$ cat config.mk
export PLATFORM = sky130hd
export DESIGN_NAME = tick_delay_arbiter
export DESIGN_NICKNAME = d
export VERILOG_FILES = /design/src/rtl/tick_delay_arbiter.sv
export SDC_FILE = /design/constraint.sdc
export NUM_CORES = 1
export LEC_CHECK = 0
export CORE_ASPECT_RATIO = 1.4
export CORE_MARGIN = 1.5
export CORE_UTILIZATION = 46
export DETAILED_ROUTE_END_ITERATION = 8
export PLACE_DENSITY = 0.8
export SLEW_MARGIN = 20
export SYNTH_ARGS = -nofsm -noshare
export SYNTH_HDL_FRONTEND = slang
export SYNTH_SLANG_ARGS = --single-unit
$ cat constraint.sdc
create_clock -name mclk -period 2.1 [get_ports mclk]
set_clock_uncertainty 0.15 [all_clocks]
set_input_delay 0.42 -clock mclk [delete_from_list [all_inputs] [get_ports mclk]]
set_output_delay 0.42 -clock mclk [all_outputs]
set_load 0.02 [all_outputs]
$ cat src/rtl/tick_delay_arbiter.sv
// Round-robin arbiter in front of one shared tick-driven delay engine.
// A granted requester gets its delay counted down on tick, then a single done pulse.
//
// state | meaning
// IDLE  | engine free; arbitrate among req on the next edge
// RUN   | engine owned by cur_id; remaining counts down on tick
// DONE  | one-cycle done pulse to cur_id, engine released next edge
module tick_delay_arbiter #(
   parameter int NREQ = 4,
   parameter int DW   = 8,
   parameter int IDW  = 2
) (
   input  logic                mclk,
   input  logic                reset,
   input  logic                tick,
   input  logic [NREQ-1:0]     req,
   input  logic [NREQ*DW-1:0]  dly,
   output logic [NREQ-1:0]     gnt,
   output logic [NREQ-1:0]     done,
   output logic                busy,
   output logic [IDW-1:0]      cur_id,
   output logic [DW-1:0]       remaining
);

   typedef enum logic [1:0] {IDLE, RUN, DONE} state_t;

   state_t          state, state_nxt;
   logic [IDW-1:0]  last, last_nxt, cur_id_nxt, sel;
   logic [NREQ-1:0] gnt_nxt, done_nxt, sel_oh;
   logic [DW-1:0]   rem_nxt, sel_dly;
   logic            busy_nxt, sel_found, owner_req;

   // Lowest requester above last wins; otherwise wrap to the lowest requester overall.
   always_comb begin
      sel_found = 1'b0;
      sel       = '0;
      sel_oh    = '0;
      sel_dly   = '0;
      for (int i = NREQ-1; i >= 0; i--) begin
         if (req[i]) begin
            sel_found = 1'b1;
            sel       = IDW'(i);
            sel_oh    = '0;
            sel_oh[i] = 1'b1;
            sel_dly   = dly[i*DW +: DW];
         end
      end
      for (int i = NREQ-1; i >= 0; i--) begin
         if (req[i] && (i > int'(last))) begin
            sel       = IDW'(i);
            sel_oh    = '0;
            sel_oh[i] = 1'b1;
            sel_dly   = dly[i*DW +: DW];
         end
      end
   end

   // gnt is one-hot on cur_id throughout RUN, so this is req[cur_id].
   assign owner_req = |(req & gnt);

   always_comb begin
      state_nxt  = state;
      gnt_nxt    = gnt;
      done_nxt   = '0;
      busy_nxt   = busy;
      cur_id_nxt = cur_id;
      rem_nxt    = remaining;
      last_nxt   = last;
      case (state)
         IDLE: begin
            if (sel_found) begin
               state_nxt  = RUN;
               gnt_nxt    = sel_oh;
               cur_id_nxt = sel;
               rem_nxt    = sel_dly;
               busy_nxt   = 1'b1;
            end
         end
         RUN: begin
            if (!owner_req) begin
               state_nxt  = IDLE;
               gnt_nxt    = '0;
               busy_nxt   = 1'b0;
               cur_id_nxt = '0;
               rem_nxt    = '0;
               last_nxt   = cur_id;
            end else if ((remaining == '0) || (tick && (remaining == DW'(1)))) begin
               // A zero delay finishes after its single grant cycle without a tick.
               state_nxt = DONE;
               gnt_nxt   = '0;
               done_nxt  = gnt;
               rem_nxt   = '0;
            end else if (tick) begin
               rem_nxt = remaining - DW'(1);
            end
         end
         DONE: begin
            state_nxt  = IDLE;
            busy_nxt   = 1'b0;
            cur_id_nxt = '0;
            last_nxt   = cur_id;
         end
         default: begin
            state_nxt  = IDLE;
            gnt_nxt    = '0;
            busy_nxt   = 1'b0;
            cur_id_nxt = '0;
            rem_nxt    = '0;
         end
      endcase
   end

   always_ff @(posedge mclk or negedge reset) begin
      if (!reset) begin
         state     <= IDLE;
         gnt       <= '0;
         done      <= '0;
         busy      <= 1'b0;
         cur_id    <= '0;
         remaining <= '0;
         last      <= IDW'(NREQ-1);
      end else begin
         state     <= state_nxt;
         gnt       <= gnt_nxt;
         done      <= done_nxt;
         busy      <= busy_nxt;
         cur_id    <= cur_id_nxt;
         remaining <= rem_nxt;
         last      <= last_nxt;
      end
   end

endmodule

==> out/metrics.yaml, run 1 <==
status: "finished, final reports clean"
cp_max_fo: 6
dp_hpwl_um: 4224
p_sw_share_pct: 43.54
ys_warn_count: 0
grt.busiest_layer: "met2"
max_cap_viol_count: 0
hold_viol_final: 0
synth_nets: 246
clk_latency_ps: 270
seq_power_share_pct: 29.5
gp_congestion: 0.9085
pre_cts_ws_ps: -390.1
initial_utilization_pct: 47.16
slew_viol_final: 0
fin_util_pct: 71.48
antenna_found_initial: 0
drt-initial-drc-count: 91
path_buf_inv: 1
avgSynthCellArea_um2: 8.307
p_per_area_mw_per_mm2: 1082
switching_power_mw: 1.216
dr.pass1.iters: 5
endpoint_kind: "primary output"
final_cell_mix: "53 x clkdlybuf4s50_1, 34 x buf_4, 23 x nand2_1"
vias: 1972
p_int_mw: 1.577
cts_root_buf: "clkbuf_8"
fin_nets: 330
setup_violations: 0
route.detailed.drc: 0
critPathLaunchType: "flip-flop"
ir_drop_uv: 917.8
yosys.area.top_type: "dfrtp_1"
worstPathCellList: "clkdlybuf4s50_1"
synth_enable_flop_cells: 0
tritoncts: "done"
postCtsHoldBufs: 0
netlist_area_mm2: 0.001703
pwr-share-comb_pct: 60.3
ff_latch_area_um2: 578.1
grt_pass1_vias: 1779
synth_top_cell_area_share_pct: 30.86
seq_area_frac_synth_pct: 33.95
worst_ep_arrival_time_ps: 1400
final_common_cell: "clkdlybuf4s50_1"
ant_nets: 0
die_w_um: 54.42
die_h_um: 74.99
tightestPinTransition_ps: 389.0
max_stage_delay_ps: 650
clk_path_buf_depth: 2
min_period_over_period_pct: 93.61
grt_max_degree: 24
grt_util_all_layers_pct: 27.61
async_flop_share_pct: 100.0
fillCellCount: 303
routedWlPerCell_um: 16.15
dpl_cell_area_mm2: 0.002512
overflow: 0
cts_made_buffers: 3
min_path_type: "reg2reg"
viasPerCell: 5.976
grtUsageMet2_pct: 46.32
critPathKind: "reg2out"
clkTransAtPathRegs_ps: 90
pwr-share-clk_pct: 10.2
path_delay_family: "buffers and inverters"
ys_types: 54
syn_inst: 205
synth_ff_type: "dfrtp_1"
drive_above_1_share_pct: 18.40
met3_usage_pct: 2.778
slew_headroom_pct: 73.86
cts_max_level: 1
rsz0062_at_grt: "false"
fin_ws_ps: 134.2
p_leak_nw: 1.133
setup_tns_ps: 0
slowest_stage: "clkdlybuf4s50_1"
multi_input_area_mm2: 0.001051
num_antenna_cells: 0
period_needed_ps: 1966
postRouteWirelength_um: 5331
die_area_mm2: 0.004081
crit_required_ps: 1530
rows: 26
holdWs_ps: 344.1
clock_sinks: 23
port_buffers: 57
synthTopCellsByArea: "dfrtp_1 31%, nand2_1 5.1%, a21o_1 4.0%"
grt_pass1_wl_um: 8259
io_pins: 58
max_freq_mhz: 508.7
yosys_register_bits: 23
core_mm2: 0.003611
use_met1_pct: 36.65
final_area_mm2: 0.002581
area_growth_pct: 51.58
==> cell type report <==
class | count | share of cell area (%)
timing repair buffer | 91 | 31.80
tap | 42 | 2.036
clock inverter | 1 | 0.2908
sequential | 23 | 22.39
inverter | 8 | 1.163
multi-input combinational | 162 | 40.72
clock buffer | 3 | 1.600
==> repair_timing <==
action,4_1_cts,5_1_grt
buffers inserted,0,1
pin swaps,0,0
setup endpoints to repair,8,3
resized for setup,4,5
gates cloned,0,0
==> final timing paths <==
kind,start,to,slack (ps),depth (start not counted)
min in group asynchronous,reset,done[0],350,2
setup / recovery,remaining[3],remaining[3],130,1
max in group asynchronous,reset,last[0],1170,2
setup reg to reg,last[1],remaining[3],140,5
hold / removal,busy,busy,340,2
hold reg to reg,busy,busy,340,2
==> synthesized netlist by cell type, types with 2 or more instances <==
cell type,n
a211o_1,2
a21o_1,9
a21oi_1,10
a221oi_1,5
a22o_1,4
a31oi_1,3
a32o_1,2
and3_1,6
buf_2,3
clkbuf_1,5
dfrtp_1,21
dfstp_2,2
ha_1,2
inv_1,7
mux2_2,2
mux2i_1,2
nand2_1,23
nand2b_1,4
nand3_1,9
nor2_1,8
nor2b_1,2
nor3_1,12
nor3b_1,3
nor4_1,3
o211ai_1,5
o21ai_0,9
o221ai_1,6
o22ai_1,8
o31ai_1,2
or3_1,2
==> kinds of logic (layout without fill, tap and decap cells) <==
logic type | after synthesis | count (layout) | share of synthesized area [%]
adder cells (fa/ha/maj) | 2 | 2 | 1.469
flip-flops | 23 | 23 | 33.95
AO/OA/AOI/OAI | 75 | 75 | 31.45
multiplexers | 4 | 4 | 2.498
AND/OR/NAND/NOR | 81 | 81 | 25.28
buffers and inverters | 20 | 103 | 5.363
==> metrics by stage <==
stage | power (mW) | std cells
CTS | 2.759 | 329
floorplan | 1.725 | 205
global route | 2.998 | 330
finish | 2.793 | 330
global placement | 2.444 | 325
detailed placement | 2.470 | 325
==> power groups by stage <==
stage / Sequential [mW] / Combinational (mW) / Clock, mW
after global placement: 0.817 / 1.63 / 0
after CTS: 0.811 / 1.65 / 0.293
final: 0.823 / 1.69 / 0.285
after detailed placement: 0.818 / 1.65 / 0
after global routing: 0.851 / 1.84 / 0.308
after floorplan: 0.888 / 0.837 / 0
==> flip-flops by register name, indices dropped and copies added (netlist names) <==
signal and flops:
remaining 8, done 4, gnt 4, cur_id 2, last 2, state 2
busy 1
==> per-layer routing <==
layer / wire length, µm / vias to the layer above
met5: 0 / -
met3: 279 / 8
li1: - / 957
met4: 87 / 0
met1: 2197 / 924
met2: 2766 / 83
(Power assumes the default switching activity.)
==> run 2, diff against run 1 <==
--- a/config.mk
+++ b/config.mk
@@ -9,5 +9,6 @@
 export CORE_MARGIN = 1.5
-export CORE_UTILIZATION = 46
+export CORE_UTILIZATION = 50
+export CTS_BUF_LIST = sky130_fd_sc_hd__clkbuf_8
 export DETAILED_ROUTE_END_ITERATION = 8
-export PLACE_DENSITY = 0.8
+export PLACE_DENSITY = 0.86
 export SLEW_MARGIN = 20
==> constraint.sdc (replaced) <==
create_clock -name mclk -period 2.5 [get_ports mclk]
set_clock_uncertainty 0.15 [all_clocks]
set_input_delay 0.5 -clock mclk [delete_from_list [all_inputs] [get_ports mclk]]
set_output_delay 0.5 -clock mclk [all_outputs]
set_load 0.05 [all_outputs]
==> run 2 against run 1 <==
Compared with the run above:
- first-iteration DRC count decreased by 12%
- final cell count fell by 3.9%
- critical endpoint is now remaining[3]
- highest routed layer unchanged
- power decreased by 9.0%
- sequential cell count unchanged
- global-route usage up 3.3 points
- routed wire length up 1.1%
- die area shrank 7.6%
- combinational power shrank 4%
- clock power is 18% lower
- via count grew 0.96%
==> out/metrics.yaml, run 2 (synthesis results as in run 1) <==
status: "finished, final reports clean"
ir_drop_uv: 864.5
p_leak_nw: 1.079
dp_hpwl_um: 4200
cts_max_level: 1
num_antenna_cells: 0
grt_pass1_vias: 1952
cts_root_buf: "clkbuf_8"
pre_cts_ws_ps: -49.29
grt_max_degree: 24
postCtsHoldBufs: 0
tightestPinTransition_ps: 506.1
final_area_mm2: 0.002487
multi_input_area_mm2: 0.001033
crit_required_ps: 2560
vias: 1991
holdWs_ps: 337.8
min_path_type: "reg2reg"
slew_headroom_pct: 66.15
die_h_um: 72.05
clk_latency_ps: 270
final_common_cell: "clkdlybuf4s50_1"
fin_ws_ps: 192.4
setup_tns_ps: 0
die_w_um: 52.32
dpl_cell_area_mm2: 0.002441
min_period_over_period_pct: 92.30
die_area_mm2: 0.003770
pwr-share-clk_pct: 9.2
postCtsSetupBuffers: 0
rsz0062_at_grt: "false"
critPathKind: "in2reg"
initial_utilization_pct: 53.50
io_pins: 58
grt_pass1_wl_um: 9004
p_int_mw: 1.291
rows: 24
overflow: 0
endpoint_kind: "flip-flop"
postRouteWirelength_um: 5389
post_layout_nonfiller_instances: 317
critPathLaunchType: "input pin"
fin_nets: 320
slew_viol_final: 0
regMostFlops: "remaining"
switching_power_mw: 1.250
gp_congestion: 0.9551
top_regs: "remaining: 8 flops, done: 4 flops, gnt: 4 flops"
worst_ep_arrival_time_ps: 2370
clk_path_buf_depth: 2
route.detailed.drc: 0
period_needed_ps: 2308
clkTransAtPathRegs_ps: 80
max_freq_mhz: 433.4
final_cell_mix: "57 x clkdlybuf4s50_1, 24 x buf_4, 23 x nand2_1"
drive_above_1_share_pct: 14.03
viasPerCell: 6.281
drt-initial-drc-count: 80
ff_latch_area_um2: 578.1
fillCellCount: 246
pwr-share-comb_pct: 63.6
report.power.total_mw: 2.541
largest_register_ffs: 8
core_mm2: 0.003183
cp_max_fo: 8
area_growth_pct: 46.07
max_cap_viol_count: 0
cts_resized: 0
antenna_found_initial: 0
port_buffers: 57
p_per_area_mw_per_mm2: 1021
ant_nets: 0
p_sw_share_pct: 49.19
tritoncts: "done"
dp_cells: 313
seq_power_share_pct: 27.2
setup_violations: 0
cts_made_buffers: 3
dr.pass1.iters: 5
grt_util_all_layers_pct: 30.86
routedWlPerCell_um: 17.00
hold_viol_final: 0
fin_util_pct: 78.14
clock_sinks: 23
[run 2: changes by cell type in the layout (fill, tap and decap cells not counted), sizes merged]
cell	before	now
buf	34	24
clkdlybuf4s50	53	57
clkinv	1	2
dlygate4sd2	4	0
clkinvlp	1	0
[run 2: cell type report]
| class | instances | area share, % |
|---|---|---|
| inverter | 8 | 1.207 |
| sequential | 23 | 23.24 |
| multi-input combinational | 162 | 41.55 |
| timing repair buffer | 81 | 30.18 |
| tap | 39 | 1.962 |
| clock inverter | 1 | 0.2012 |
| clock buffer | 3 | 1.660 |
[run 2: power groups by stage]
| stage | sequential, mW | clock [mW] | combinational, mW |
|---|---|---|---|
| finish | 0.691 | 0.234 | 1.62 |
| global route | 0.712 | 0.256 | 1.74 |
| CTS | 0.688 | 0.238 | 1.60 |
| detailed placement | 0.694 | 0 | 1.59 |
| global placement | 0.687 | 0 | 1.58 |
| floorplan | 0.974 | 0 | 0.703 |
[run 2: path summary, 6_finish.rpt]
| path | startpoint | endpoint | slack (ps) | depth (start not counted) |
|---|---|---|---|---|
| min | busy | busy | 340 | 2 |
| max in group asynchronous | reset | last[1] | 1500 | 2 |
| max | req[3] | remaining[3] | 190 | 6 |
| max reg2reg | last[1] | remaining[3] | 440 | 5 |
| min in group asynchronous | reset | cur_id[0] | 430 | 2 |
| min reg2reg | busy | busy | 340 | 2 |
[run 2: worst max-delay path, stage by stage]
cell and delay (ps):
clkdlybuf4s50_1 550, a21boi_2 240, or2_0 290, or3_1 400
a31oi_1 240, a211o_1 130
[run 2: routing by layer]
layer	GRT usage, %	vias to the layer above	wire length, µm
li1	-	939	-
met1	38.95	913	2119
met2	53.47	130	2776
met3	2.675	9	377
met4	11.68	0	114
met5	0	-	0
==> run 3, diff against run 2 <==
Settings changed: REMOVE_ABC_BUFFERS from default to 1.
==> run 3 against run 2 <==
Compared with the run above:
- clock-buffer cell count did not move
- worst hold slack improved by 1.5 ps
- first-iteration DRC count rose by 40%
- worst setup slack got worse by 9.4 ps
- power fell by 1.3%
- sequential power fell by 1%
- final cell count fell by 0.95%
- via count fell by 1.1%
- final area fell by 0.80%
- sequential share of layout area rose by 0.19 points
- maximum frequency fell by 0.41%
- die area did not move
- critical path type unchanged
==> out/metrics.yaml, run 3 (synthesis results as in run 1) <==
drt-initial-drc-count: 112
largest_register_ffs: 8
regMostFlops: "remaining"
final_area_mm2: 0.002467
setup_violations: 0
hp-start: "busy"
setup.worst_path.start: "req[2]"
crit_required_ps: 2560
p_leak_nw: 1.062
postCtsSetupBuffers: 0
postCtsHoldBufs: 0
report.power.total_mw: 2.509
period_needed_ps: 2317
postRouteWirelength_um: 5188
post_layout_nonfiller_instances: 314
dp_cells: 310
rr_startpoint: "last[1]"
clk_path_buf_depth: 2
p_per_area_mw_per_mm2: 1017
final_common_cell: "clkdlybuf4s50_1"
final_cell_mix: "57 x clkdlybuf4s50_1, 23 x nand2_1, 21 x dfrtp_1, 21 x buf_4, 12 x nor3_1"
clk_latency_ps: 260
ir_drop_uv: 925.5
min_period_over_period_pct: 92.68
tritoncts: "done"
num_antenna_cells: 0
io_pins: 58
rsz0062_at_grt: "false"
gp_congestion: 0.8668
drive_above_1_share_pct: 13.09
dr.pass1.iters: 4
fin_util_pct: 77.52
status: "finished, final reports clean"
slew_headroom_pct: 58.52
grt_max_degree: 24
grt_pass1_vias: 1891
ff2ff_path_depth: 5
viasPerCell: 6.271
cts_max_level: 1
holdPathStages: 2
die_area_mm2: 0.003770
overflow: 0
rrSetupSlack_ps: 500
fillCellCount: 267
area_growth_pct: 44.89
dp_hpwl_um: 4028
vias: 1969
core_mm2: 0.003183
port_buffers: 57
hold_viol_final: 0
max_cap_viol_count: 0
grt_util_all_layers_pct: 29.15
clock_sinks: 23
routedWlPerCell_um: 16.52
cts_made_buffers: 3
critPathLaunchType: "input pin"
fin_nets: 317
top_regs: "remaining: 8 flops, done: 4 flops, gnt: 4 flops"
worst_ep_arrival_time_ps: 2370
dpl_cell_area_mm2: 0.002419
initial_utilization_pct: 53.50
fin_ws_ps: 183.0
antenna_found_initial: 0
min_path_type: "reg2reg"
grt_pass1_wl_um: 8493
critPathKind: "in2reg"
max_freq_mhz: 431.6
route.detailed.drc: 0
rows: 24
pre_cts_ws_ps: -38.87
slew_viol_final: 0
cts_resized: 0
cp_max_fo: 8
die_w_um: 52.32
clkTransAtPathRegs_ps: 80
ant_nets: 0
cts_root_buf: "clkbuf_8"
endpoint_kind: "flip-flop"
tightestPinTransition_ps: 618.8
die_h_um: 72.05
run 3: cell types whose count changed in the layout (fill, tap and decap cells not counted), sizes merged:
cell,before,now
buf,24,21
clkinvlp,0,1
clkinv,2,1
run 3: critical path, stage by stage:
cell,delay [ps]
clkdlybuf4s50_1,570
nor2b_1,510
a221oi_1,140
or3_1,360
a31oi_1,180
a211o_1,110
run 3: final timing paths:
check                                to
max                        remaining[3]
min                                busy
max reg2reg                remaining[3]
min reg2reg                        busy
max in group asynchronous       last[1]
min in group asynchronous        gnt[1]
run 3: per-layer routing:
metal,wire length (µm),up-vias,track usage [%]
met5,0,-,0
met4,66,0,7.692
met3,312,6,2.469
met2,2799,110,52.78
met1,2010,927,36.28
li1,-,926,-
run 3: stage by stage:
step,setup TNS (ps),hold WS [ps]
6_report,0,339.2
5_1_grt,0,382.5
4_1_cts,0,339.0
3_5_place_dp,-130.9,319.3
3_3_place_gp,-49.43,316.0
2_1_floorplan,0,54.41
run 3: layout make-up:
class / instances / area, µm² / share of cell area, %
Clock buffer: 3 / 41.29 / 1.673
Inverter: 8 / 30.03 / 1.217
Timing Repair Buffer: 78 / 728.2 / 29.51
Multi-Input combinational cell: 162 / 1033 / 41.89
Tap cell: 39 / 48.80 / 1.978
Sequential cell: 23 / 578.1 / 23.43
Clock inverter: 1 / 7.507 / 0.3043
run 3: report_power, final:
part / switching [mW] / total (mW) / internal, mW
registers: 0.173 / 0.683 / 0.510
logic: 0.937 / 1.59 / 0.656
clock network: 0.120 / 0.233 / 0.113
total: 1.23 / 2.51 / 1.28
